===== config.mk =====
export PLATFORM = sky130hd
export DESIGN_NAME = control_sequencer_flat
export DESIGN_NICKNAME = d
export VERILOG_FILES = /design/src/rtl/ctrl_pkg.sv /design/src/rtl/control_sequencer_if.sv /design/src/rtl/control_sequencer_instr_decoder.sv /design/src/rtl/control_sequencer.sv /design/src/flat_wrapper.sv
export SDC_FILE = /design/constraint.sdc
export NUM_CORES = 1
export LEC_CHECK = 0
export ABC_AREA = 1
export CELL_PAD_IN_SITES_DETAIL_PLACEMENT = 1
export CELL_PAD_IN_SITES_GLOBAL_PLACEMENT = 1
export CORE_ASPECT_RATIO = 1.2
export CORE_MARGIN = 2
export CORE_UTILIZATION = 34
export DETAILED_ROUTE_END_ITERATION = 8
export PLACE_DENSITY_LB_ADDON = 0.1
export SYNTH_ARGS = -nofsm -noshare
export SYNTH_HDL_FRONTEND = slang
export SYNTH_HIERARCHICAL = 1
export SYNTH_SLANG_ARGS = --single-unit

===== constraint.sdc =====
create_clock -name clk -period 3.9 [get_ports clk]
set_input_delay 0.78 -clock clk [delete_from_list [all_inputs] [get_ports clk]]
set_output_delay 0.78 -clock clk [all_outputs]
set_load 0.02 [all_outputs]

===== src/rtl/ctrl_pkg.sv =====
// ctrl_pkg: shared types for the accumulator-machine control sequencer.
// Holds opcodes, FSM states, ALU op codes, instruction fields, decode bundle.
package ctrl_pkg;

  localparam int INSTR_OPCODE_MSB = 15;
  localparam int INSTR_OPCODE_LSB = 12;
  localparam int INSTR_IND_BIT    = 11;

  typedef enum logic [3:0] {
    OP_NOP    = 4'h0,
    OP_LOAD   = 4'h1,
    OP_STORE  = 4'h2,
    OP_ADD    = 4'h3,
    OP_SUB    = 4'h4,
    OP_AND    = 4'h5,
    OP_OR     = 4'h6,
    OP_XOR    = 4'h7,
    OP_JUMP   = 4'h8,
    OP_JZ     = 4'h9,
    OP_SHL    = 4'hA,
    OP_SHR    = 4'hB,
    OP_JN     = 4'hC,
    OP_RSVD_D = 4'hD,
    OP_RSVD_E = 4'hE,
    OP_HALT   = 4'hF
  } opcode_e;

  typedef enum logic [3:0] {
    ST_FETCH,
    ST_FWAIT,
    ST_DECODE,
    ST_OPRD,
    ST_OPWAIT,
    ST_EXEC,
    ST_STORE,
    ST_HALT,
    ST_IND,
    ST_INDWAIT
  } state_e;

  typedef enum logic [1:0] {
    COND_ALWAYS,
    COND_ZERO,
    COND_NEG
  } cond_e;

  localparam logic [3:0] ALU_ADD = 4'b0000;
  localparam logic [3:0] ALU_SUB = 4'b0001;
  localparam logic [3:0] ALU_SHL = 4'b0100;
  localparam logic [3:0] ALU_SHR = 4'b0101;
  localparam logic [3:0] ALU_AND = 4'b1000;
  localparam logic [3:0] ALU_OR  = 4'b1001;
  localparam logic [3:0] ALU_XOR = 4'b1010;

  typedef struct packed {
    logic       mem_read;
    logic       mem_write;
    logic       is_jump;
    cond_e      jump_cond;
    logic [3:0] alu_op;
    logic       halt;
    logic       is_load;
    logic       is_shift;
  } dec_t;

endpackage


===== src/rtl/control_sequencer_if.sv =====
// control_sequencer_if: memory port and ALU port of the control sequencer.
// master: mem_addr/mem_wdata/mem_we/alu_op/alu_a/alu_b out; mem_rdata/alu_result in.
interface control_sequencer_if;

  logic [15:0] mem_addr;
  logic [15:0] mem_wdata;
  logic        mem_we;
  logic [15:0] mem_rdata;
  logic [3:0]  alu_op;
  logic [15:0] alu_a;
  logic [15:0] alu_b;
  logic [15:0] alu_result;

  modport master (
    output mem_addr,
    output mem_wdata,
    output mem_we,
    output alu_op,
    output alu_a,
    output alu_b,
    input  mem_rdata,
    input  alu_result
  );

  modport slave (
    input  mem_addr,
    input  mem_wdata,
    input  mem_we,
    input  alu_op,
    input  alu_a,
    input  alu_b,
    output mem_rdata,
    output alu_result
  );

endinterface


===== src/rtl/control_sequencer_instr_decoder.sv =====
// instr_decoder: combinational map from IR to the control bundle dec_t.
// Ports: ir (in, 16) instruction register; dec (out) decoded controls.
module instr_decoder
  import ctrl_pkg::*;
(
  input  logic [15:0] ir,
  output dec_t        dec
);

  opcode_e op;

  assign op = opcode_e'(ir[INSTR_OPCODE_MSB:INSTR_OPCODE_LSB]);

  always_comb begin
    dec           = '0;
    dec.jump_cond = COND_ALWAYS;
    dec.alu_op    = ALU_ADD;
    unique case (op)
      OP_LOAD: begin
        dec.mem_read = 1'b1;
        dec.is_load  = 1'b1;
      end
      OP_STORE: dec.mem_write = 1'b1;
      OP_ADD: begin
        dec.mem_read = 1'b1;
        dec.alu_op   = ALU_ADD;
      end
      OP_SUB: begin
        dec.mem_read = 1'b1;
        dec.alu_op   = ALU_SUB;
      end
      OP_AND: begin
        dec.mem_read = 1'b1;
        dec.alu_op   = ALU_AND;
      end
      OP_OR: begin
        dec.mem_read = 1'b1;
        dec.alu_op   = ALU_OR;
      end
      OP_XOR: begin
        dec.mem_read = 1'b1;
        dec.alu_op   = ALU_XOR;
      end
      OP_JUMP: dec.is_jump = 1'b1;
      OP_JZ: begin
        dec.is_jump   = 1'b1;
        dec.jump_cond = COND_ZERO;
      end
      OP_JN: begin
        dec.is_jump   = 1'b1;
        dec.jump_cond = COND_NEG;
      end
      OP_SHL: begin
        dec.is_shift = 1'b1;
        dec.alu_op   = ALU_SHL;
      end
      OP_SHR: begin
        dec.is_shift = 1'b1;
        dec.alu_op   = ALU_SHR;
      end
      OP_HALT: dec.halt = 1'b1;
      default: ;
    endcase
  end

endmodule


===== src/rtl/control_sequencer.sv =====
// control_sequencer: multicycle fetch/decode/execute controller owning PC/IR/MBR/AC.
// Ports: clk, reset (async high); bus (master: memory + ALU); pc/ac/ir/halted debug.
// Build option CTRL_INDIRECT_EN: IR[11] selects indirect addressing via IND/INDWAIT.
module control_sequencer
  import ctrl_pkg::*;
#(
  parameter int          MEM_DEPTH = 16384,
  parameter logic [15:0] RESET_PC  = 16'h0000
) (
  input  logic                clk,
  input  logic                reset,
  control_sequencer_if.master bus,
  output logic [15:0]         pc,
  output logic [15:0]         ac,
  output logic [15:0]         ir,
  output logic                halted
);

  state_e      state;
  state_e      state_d;
  logic [15:0] pc_d;
  logic [15:0] ir_d;
  logic [15:0] ac_d;
  logic [15:0] mbr;
  logic [15:0] mbr_d;
  logic [15:0] addr_q;
  logic [15:0] addr_d;
  logic [15:0] wdata_q;
  logic [15:0] wdata_d;
  logic        we_q;
  logic        we_d;
  logic [15:0] pc_inc;
  logic [15:0] opnd;
  logic [15:0] eff;
  logic        taken;
  logic        dispatch;
  dec_t        dec;

  function automatic logic [15:0] wrap(input logic [15:0] a);
    return 16'(32'(a) % 32'(MEM_DEPTH));
  endfunction

  instr_decoder u_dec (
    .ir  (ir),
    .dec (dec)
  );

  assign pc_inc = (32'(pc) == 32'(MEM_DEPTH - 1)) ? 16'h0 : pc + 16'h1;

`ifdef CTRL_INDIRECT_EN
  logic ind;
  logic refs_mem;

  assign opnd     = {5'd0, ir[10:0]};
  assign ind      = ir[INSTR_IND_BIT];
  assign refs_mem = dec.mem_read | dec.mem_write | dec.is_jump;
  // In INDWAIT the pointer word just read becomes the effective address.
  assign eff      = wrap((state == ST_INDWAIT) ? bus.mem_rdata : opnd);
`else
  assign opnd = {4'd0, ir[11:0]};
  assign eff  = wrap(opnd);
`endif

  always_comb begin
    taken = 1'b1;
    unique case (dec.jump_cond)
      COND_ZERO: taken = (ac == 16'h0);
      COND_NEG:  taken = ac[15];
      default:   taken = 1'b1;
    endcase
  end

  always_comb begin
    state_d  = state;
    pc_d     = pc;
    ir_d     = ir;
    ac_d     = ac;
    mbr_d    = mbr;
    addr_d   = addr_q;
    wdata_d  = wdata_q;
    we_d     = 1'b0;
    dispatch = 1'b0;
    unique case (state)
      ST_FETCH: state_d = ST_FWAIT;
      ST_FWAIT: begin
        ir_d    = bus.mem_rdata;
        pc_d    = pc_inc;
        state_d = ST_DECODE;
      end
      ST_DECODE: begin
        if (dec.halt) begin
          state_d = ST_HALT;
        end else if (dec.is_shift) begin
          ac_d    = bus.alu_result;
          state_d = ST_FETCH;
        end
`ifdef CTRL_INDIRECT_EN
        else if (ind && refs_mem) begin
          addr_d  = eff;
          state_d = ST_IND;
        end
`endif
        else begin
          dispatch = 1'b1;
        end
      end
      ST_OPRD: state_d = ST_OPWAIT;
      ST_OPWAIT: begin
        mbr_d   = bus.mem_rdata;
        state_d = ST_EXEC;
      end
      ST_EXEC: begin
        ac_d    = dec.is_load ? mbr : bus.alu_result;
        state_d = ST_FETCH;
      end
      ST_STORE: state_d = ST_FETCH;
      ST_HALT:  state_d = ST_HALT;
`ifdef CTRL_INDIRECT_EN
      ST_IND:     state_d = ST_INDWAIT;
      ST_INDWAIT: dispatch = 1'b1;
`endif
      default: state_d = ST_FETCH;
    endcase

    // Route a decoded instruction once its effective address is known.
    if (dispatch) begin
      if (dec.mem_read) begin
        addr_d  = eff;
        state_d = ST_OPRD;
      end else if (dec.mem_write) begin
        addr_d  = eff;
        wdata_d = ac;
        we_d    = 1'b1;
        state_d = ST_STORE;
      end else if (dec.is_jump && taken) begin
        pc_d    = eff;
        state_d = ST_FETCH;
      end else begin
        state_d = ST_FETCH;
      end
    end

    // Address is registered, so it is loaded on the way into FETCH.
    if (state_d == ST_FETCH) addr_d = pc_d;
  end

  always_ff @(posedge clk or posedge reset) begin
    if (reset) begin
      state   <= ST_FETCH;
      pc      <= RESET_PC;
      ir      <= 16'h0;
      ac      <= 16'h0;
      mbr     <= 16'h0;
      addr_q  <= RESET_PC;
      wdata_q <= 16'h0;
      we_q    <= 1'b0;
    end else begin
      state   <= state_d;
      pc      <= pc_d;
      ir      <= ir_d;
      ac      <= ac_d;
      mbr     <= mbr_d;
      addr_q  <= addr_d;
      wdata_q <= wdata_d;
      we_q    <= we_d;
    end
  end

  assign bus.mem_addr  = addr_q;
  assign bus.mem_wdata = wdata_q;
  assign bus.mem_we    = we_q;
  assign bus.alu_op    = dec.alu_op;
  assign bus.alu_a     = ac;
  assign bus.alu_b     = mbr;
  assign halted        = (state == ST_HALT);

endmodule


===== src/flat_wrapper.sv =====
// flat-port wrapper written by rule: the top's interface ports become plain ports
module control_sequencer_flat import ctrl_pkg::*;
#(
  parameter int          MEM_DEPTH = 16384,
  parameter logic [15:0] RESET_PC  = 16'h0000
)
  (clk, reset, pc, ac, ir, halted, bus_mem_addr, bus_mem_wdata, bus_mem_we, bus_alu_op, bus_alu_a, bus_alu_b, bus_mem_rdata, bus_alu_result);
  control_sequencer_if bus_i ();
  input  logic clk;
  input  logic reset;
  output logic [15:0] pc;
  output logic [15:0] ac;
  output logic [15:0] ir;
  output logic halted;
  output wire logic [$bits(bus_i.mem_addr)-1:0] bus_mem_addr;
  output wire logic [$bits(bus_i.mem_wdata)-1:0] bus_mem_wdata;
  output wire logic [$bits(bus_i.mem_we)-1:0] bus_mem_we;
  output wire logic [$bits(bus_i.alu_op)-1:0] bus_alu_op;
  output wire logic [$bits(bus_i.alu_a)-1:0] bus_alu_a;
  output wire logic [$bits(bus_i.alu_b)-1:0] bus_alu_b;
  input wire logic [$bits(bus_i.mem_rdata)-1:0] bus_mem_rdata;
  input wire logic [$bits(bus_i.alu_result)-1:0] bus_alu_result;
  assign bus_mem_addr = bus_i.mem_addr;
  assign bus_mem_wdata = bus_i.mem_wdata;
  assign bus_mem_we = bus_i.mem_we;
  assign bus_alu_op = bus_i.alu_op;
  assign bus_alu_a = bus_i.alu_a;
  assign bus_alu_b = bus_i.alu_b;
  assign bus_i.mem_rdata = bus_mem_rdata;
  assign bus_i.alu_result = bus_alu_result;
  control_sequencer #(.MEM_DEPTH(MEM_DEPTH), .RESET_PC(RESET_PC)) u_core (.clk(clk), .reset(reset), .bus(bus_i), .pc(pc), .ac(ac), .ir(ir), .halted(halted));
endmodule

==> results.txt, run 1 <==
----------------------------------------------------
[Setup path]
  Buffers & Inverters on Critical Path ... 3
  Master of the slowest instance on the critical path ... clkdlybuf4s50_1
  Crit-path max cell delay ... 0.66 ns
  Highest net fanout along the worst path ... 5
  CP top delay family ... buffers and inverters
  Data required time of the critical path ... 3.12 ns
  CP cell instances ... inv_2, nor2_2, inv_1, nor2_1, clkdlybuf4s50_1
  CP Launch Type ... flop
  Arrival time of data at the critical path endpoint ... 1.92 ns
  Worst Setup End Kind ... output port
  Category of the critical setup timing path ... reg -> out

[Finish]
  Final Core Density ... 0.469
  Net count, final ... 838
  Synth-to-layout area growth ... 34.9%
  Register Area ... 0.00253 mm²
  # fillers ... 1,885
  Total inserted antenna cells ... 0
  Area taken by multi-input logic gates ... 0.00212 mm²
  Final cell count without fillers ... 1,009
  Fraction of final layout cells sized beyond drive strength 1 ... 0.0571
  Final cell area excluding filler cells ... 0.00702 mm²

[Routing]
  Number of iterations in the first detailed-routing pass ... 4
  Routed length per placed instance ... 16.6 µm
  Antenna viol nets, final ... 0
  Overall via count from detail_route ... 4,823
  Wirelength, routed ... 16,700 µm
  Vias per Instance ... 4.78
  Count of unresolved DRC violations after routing ... 0
  Initial detailed-routing violation count ... 199

[STA]
  Worst-Margin Slew ... 0.793 ns
  Max Clk Rate ... 0.370 GHz
  Final cycle utilization of the critical path ... 0.693
  Setup skew after layout ... 0.00825 ns
  Slew Viols, Final ... 0
  Fin Hold WS ... 0.479 ns
  Unrepaired setup endpoints after global routing ... no
  Normalized max-slew margin ... 0.470
  Minimum period implied by the final worst setup slack ... 2.70 ns
  Final Setup Violations ... 0
  Total negative slack for setup checks ... 0 ns
  Final Hold Fails ... 0
  Post-route setup slack ... 1.20 ns

[Yosys]
  Area share of the largest cell type after synthesis ... 0.486
  Number of synthesized flops with an enable pin ... 0
  Sequential fraction of the synthesis area ... 0.486
  Most area-consuming cells after synthesis ... dfrtp_1 (49%), nand2_1 (16%), nand3_1 (5.4%), o21ai_0 (5.4%), inv_1 (5.3%)
  Async S/R FF share, synth ... 1.00
  Distinct cells, synth ... 32
  Total of flip-flops plus latches after synthesis ... 101
  Synthesis Warnings ... 6
  Post-Syn Nets ... 714
  Flip-flop cell with the highest count after synthesis ... dfrtp_1
  Gate count after technology mapping ... 677
  Post-synthesis instance area ... 0.00520 mm²
  Mean area per synthesized cell ... 7.68 µm²
  Library cell occupying the most area in the post-synthesis netlist ... dfrtp_1

[Clocking]
  Maximum buffer depth of the clock tree ... 2
  Number of sinks handled by clock tree synthesis ... 101
  # Post-CTS Setup Buffers ... 0
  Number of buffers inserted by hold repair at cts ... 0
  Clock transition at the registers of the reported paths ... 0.07 ns
  Cell chosen for the clock root ... clkbuf_16
  Number of levels the H-tree was split into ... 3
  Post-CTS sizing ... 0
  CTS tree ... done
  Insertion delay of the later-clocked pin in the worst-skew pair ... 0.35 ns
  Clock buffers created by TritonCTS ... 9

[Die]
  Placeable core area ... 0.0150 mm²
  Site row count ... 49
  DIE WIDTH ... 117 µm
  Starting utilization of the core area ... 0.348
  Io pins ... 152
  Die height ... 139 µm
  Area enclosed by the die boundary ... 0.0163 mm²

[Power]
  Final Power ... 5.36 mW
  Max rail drop VDD ... 233 µV
  Leak pwr ... 3.34 nW
  Pwr/cell area ... 764 mW/mm²

[GRT]
  Remaining global-route overflow ... 0
  Wire length of the first global-routing pass ... 27,300 µm
  Vias in the first global route ... 5,245
  Number of antenna violations at the first check in global routing ... 0
  Maximum number of pins on one net before global-route repair ... 74
  All-layer global routing usage ... 0.213

[Min path]
  Tightest Hold Check Type ... reg -> reg

[Flow run]
  Max-capacitance violation count ... 0

[Placement]
  Global placer's final weighted congestion ... 0.895
  DP HPWL ... 12,800 µm
  Post-Place Worst Slack ... 1.32 ns
  Dpl cell area ... 0.00674 mm²
  Quantity of I/O buffers inserted on ports ... 151
  Post-Place Cells ... 994

[Run status]
  Outcome ... finished, final reports clean

----------------------------------------------------
## worst min-delay path: cells and delay by family, from the launching register on
| kind | cells | cell delay [ns] |
|---|---|---|
| AND/OR/NAND/NOR | 2 | 0.10 |
| flip-flops | 1 | 0.34 |
## placed cells by master (no fill, tap or decap), types with 3 or more instances in the layout
cell type,instances
nand2_1,216
clkdlybuf4s50_1,151
dfrtp_1,101
inv_1,72
nor2_1,60
o21ai_0,56
nand3_1,56
a31oi_1,16
clkbuf_16,9
nor2_4,8
inv_2,7
nand2_2,6
nand4_1,5
nor2_2,4
xor2_1,4
o21ai_1,3
nor3_1,3
ha_1,3
## cell usage after synthesis, types with 3 or more instances
cell / number
a31oi_1: 16
buf_2: 5
buf_4: 20
buf_6: 3
clkbuf_1: 11
dfrtp_1: 101
ha_1: 3
inv_1: 73
inv_2: 7
nand2_1: 216
nand2_2: 6
nand3_1: 56
nand4_1: 5
nor2_1: 60
nor2_2: 4
nor2_4: 8
nor3_1: 3
o21ai_0: 56
o21ai_1: 3
xor2_1: 4
## metal layers
metal  track usage  part of all wire  up-vias
met2         0.379              0.51      124
met5             0                 0        -
met3        0.0287             0.040       15
met4        0.0663             0.015        0
li1              -                 -     2352
met1         0.264              0.43     2332
## where the power goes
group	switching (mW)	internal, mW
combinational	1.52	1.10
sequential	0.453	1.43
clock	0.407	0.450
## state kept, by name (all words and copies together) (netlist names)
signal / flops
u_core/bus.mem_we: 1
u_core/bus.alu_b: 16
u_core/ac: 16
u_core/bus.mem_wdata: 16
u_core/pc: 16
u_core/ir: 16
u_core/state: 4
u_core/bus.mem_addr: 16
## worst paths after layout
check                                          end                     from  cells after the start  slack [ns]
setup / recovery                     bus_alu_op[2]            u_core/ir[15]                      5        1.20
hold / removal             u_core/bus.mem_wdata[1]  u_core/bus.mem_wdata[1]                      2        0.48
setup reg to reg           u_core/bus.mem_addr[14]            u_core/ir[13]                     14        1.32
hold reg to reg            u_core/bus.mem_wdata[1]  u_core/bus.mem_wdata[1]                      2        0.48
max in group asynchronous   u_core/bus.mem_addr[9]                    reset                      3        2.38
min in group asynchronous  u_core/bus.mem_wdata[7]                    reset                      2        0.78
## area by class of cell
cell class | count | area share
sequential | 101 | 0.360
multi-input combinational | 456 | 0.302
timing repair buffer | 153 | 0.219
inverter | 80 | 0.0432
tap | 204 | 0.0364
clock buffer | 10 | 0.0341
clock inverter | 5 | 0.00499
## logic make-up (layout without fill, tap and decap cells)
group,after synthesis,count (layout),synth area share
other,1,1,0.000721
adders and majority gates,3,3,0.00722
buffers and inverters,120,248,0.107
xor gates and xnor gates,6,6,0.0101
AOI/OAI and AO/OA,81,81,0.0838
DFF,101,101,0.486
and+or+nand+nor,365,365,0.305
Note: power is estimated with default switching activity, not from simulation.
==> run 2, diff against run 1 <==
==> constraint.sdc (replaced) <==
create_clock -name clk -period 2.6 [get_ports clk]
set_input_delay 0.52 -clock clk [delete_from_list [all_inputs] [get_ports clk]]
set_output_delay 0.52 -clock clk [all_outputs]
set_load 0.02 [all_outputs]
==> run 2 against run 1 <==
Global-route usage decreased by 0.22 points. Count of clock-buffer cells in the layout down 1. Via count grew 0.35%. Non-clock buffer count increased by 8. Worst setup slack worse by 1.1 ns. Sequential power is 50% higher. Largest cell class unchanged. Wire length shrank 0.47%. Sequential cell count unchanged. First-iteration DRC count shrank 28%. Die area is the same. Total power grew 51%. Critical path type unchanged.
==> results.txt, run 2 (synthesis results as in run 1) <==
----------------------------------------------------
[Run status]
  Outcome ... finished, final reports clean

[Die]
  Site row count ... 49
  Io pins ... 152
  DIE WIDTH ... 117 µm
  Die height ... 139 µm
  Placeable core area ... 0.0150 mm²
  Area enclosed by the die boundary ... 0.0163 mm²
  Starting utilization of the core area ... 0.348

[Power]
  Pwr/cell area ... 1140 mW/mm²
  Leak pwr ... 3.38 nW
  Switching pwr ... 3.60 mW
  Fraction of power spent switching nets ... 0.445
  Power share of the sequential group ... 0.348
  Final Power ... 8.10 mW
  Clock share of power ... 0.160
  Max rail drop VDD ... 355 µV
  Pint ... 4.50 mW
  Relative contribution of combinational cells to total power ... 0.492

[Setup path]
  Highest net fanout along the worst path ... 5
  CP Launch Type ... flop
  CP top delay family ... buffers and inverters
  CP cell instances ... inv_2, nor2_2, inv_1, nor2_1, clkdlybuf4s50_1
  Arrival time of data at the critical path endpoint ... 1.95 ns
  Worst Setup End Kind ... output port
  Buffers & Inverters on Critical Path ... 3
  Crit-path max cell delay ... 0.67 ns
  Category of the critical setup timing path ... reg -> out
  Data required time of the critical path ... 2.08 ns
  Master of the slowest instance on the critical path ... clkdlybuf4s50_1

[Routing]
  Number of iterations in the first detailed-routing pass ... 4
  Antenna viol nets, final ... 0
  Wirelength, routed ... 16,700 µm
  Count of unresolved DRC violations after routing ... 0
  Initial detailed-routing violation count ... 143
  Vias per Instance ... 4.75
  Routed length per placed instance ... 16.4 µm
  Overall via count from detail_route ... 4,840

[Clocking]
  Cell chosen for the clock root ... clkbuf_16
  Number of levels the H-tree was split into ... 3
  Maximum buffer depth of the clock tree ... 2
  Number of buffers inserted by hold repair at cts ... 0
  Clock transition at the registers of the reported paths ... 0.08 ns
  # Post-CTS Setup Buffers ... 0
  Clock buffers created by TritonCTS ... 9
  Insertion delay of the later-clocked pin in the worst-skew pair ... 0.34 ns
  CTS tree ... done
  Number of sinks handled by clock tree synthesis ... 101

[GRT]
  Remaining global-route overflow ... 0
  Vias in the first global route ... 5,045
  Number of antenna violations at the first check in global routing ... 0
  Wire length of the first global-routing pass ... 26,800 µm
  Maximum number of pins on one net before global-route repair ... 102
  All-layer global routing usage ... 0.211

[Flow run]
  Max-capacitance violation count ... 0

[Min path]
  Tightest Hold Check Type ... reg -> reg

[Finish]
  Total inserted antenna cells ... 0
  Synth-to-layout area growth ... 36.5%
  Most frequent cells in the layout ... nand2_1 (216), clkdlybuf4s50_1 (151), dfrtp_1 (101), inv_1 (72), nor2_1 (60)
  Commonest non-fill, non-tap cell in the layout ... nand2_1
  Net count, final ... 846
  Fraction of final layout cells sized beyond drive strength 1 ... 0.0676

[STA]
  Normalized max-slew margin ... 0.622
  Setup skew after layout ... 0.00822 ns
  Minimum period implied by the final worst setup slack ... 2.47 ns
  Final Setup Violations ... 0
  Post-route setup slack ... 0.130 ns
  Final cycle utilization of the critical path ... 0.950
  Final Hold Fails ... 0
  Total negative slack for setup checks ... 0 ns
  Worst-Margin Slew ... 0.568 ns
  Max Clk Rate ... 0.405 GHz
  Slew Viols, Final ... 0
  Unrepaired setup endpoints after global routing ... no

[Placement]
  Global placer's final weighted congestion ... 0.873
  Quantity of I/O buffers inserted on ports ... 151
  DP HPWL ... 13,000 µm
  Post-Place Worst Slack ... 0.131 ns

----------------------------------------------------
run 2: tightest hold or removal path, stage by stage (launching register included):
cell,delay (ns)
dfrtp_1,0.35
nand2_1,0.05
nand2_1,0.05
run 2: worst paths after layout:
kind                                          from                      end  slack [ns]  depth (start not counted)
hold / removal             u_core/bus.mem_wdata[6]  u_core/bus.mem_wdata[6]        0.48                          2
max in group asynchronous                    reset            u_core/ac[11]        1.49                          3
hold reg to reg            u_core/bus.mem_wdata[6]  u_core/bus.mem_wdata[6]        0.48                          2
setup / recovery                     u_core/ir[15]            bus_alu_op[2]        0.13                          5
min in group asynchronous                    reset   u_core/bus.mem_addr[4]        0.67                          3
setup reg to reg                     u_core/ir[15]   u_core/bus.mem_addr[0]        0.30                         13
run 2: area by class of cell:
cell class,count,area [µm²]
Sequential cell,101,2530
Fill cell,1889,7860
Timing Repair Buffer,161,1600
Tap cell,204,255
Inverter,80,307
Clock inverter,7,57.6
Clock buffer,9,225
Multi-Input combinational cell,456,2120
run 2: what timing repair did:
item / in CTS / in global routing
setup endpoints to repair: 0 / 12
hold endpoints to repair: 0 / 0
gates resized for setup: 0 / 3
run 2: power groups by stage:
| stage | sequential (mW) | clock [mW] | combinational (mW) |
|---|---|---|---|
| after floorplan | 3.32 | 0 | 1.68 |
| after global placement | 2.84 | 0 | 3.90 |
| after detailed placement | 2.85 | 0 | 3.99 |
| after CTS | 2.84 | 1.33 | 4.01 |
| after global routing | 2.92 | 1.40 | 4.35 |
| final | 2.82 | 1.30 | 3.98 |
run 2: through the flow:
step | instance area, µm² | instances | utilization | hold slack, ns
after floorplan | 5200 | 677 | - | 0.586
after global placement | 6800 | 1002 | 0.455 | 0.462
after detailed placement | 6800 | 1002 | 0.455 | 0.466
after CTS | 7090 | 1018 | 0.474 | 0.486
after global routing | 7100 | 1018 | 0.474 | 0.498
final | 7100 | 1018 | 0.474 | 0.478
run 2: layer usage:
| metal | GRT usage | routed length, µm |
|---|---|---|
| met5 | 0 | 0 |
| met2 | 0.379 | 8660 |
| met1 | 0.265 | 7170 |
| met4 | 0.0514 | 220 |
| met3 | 0.0270 | 615 |
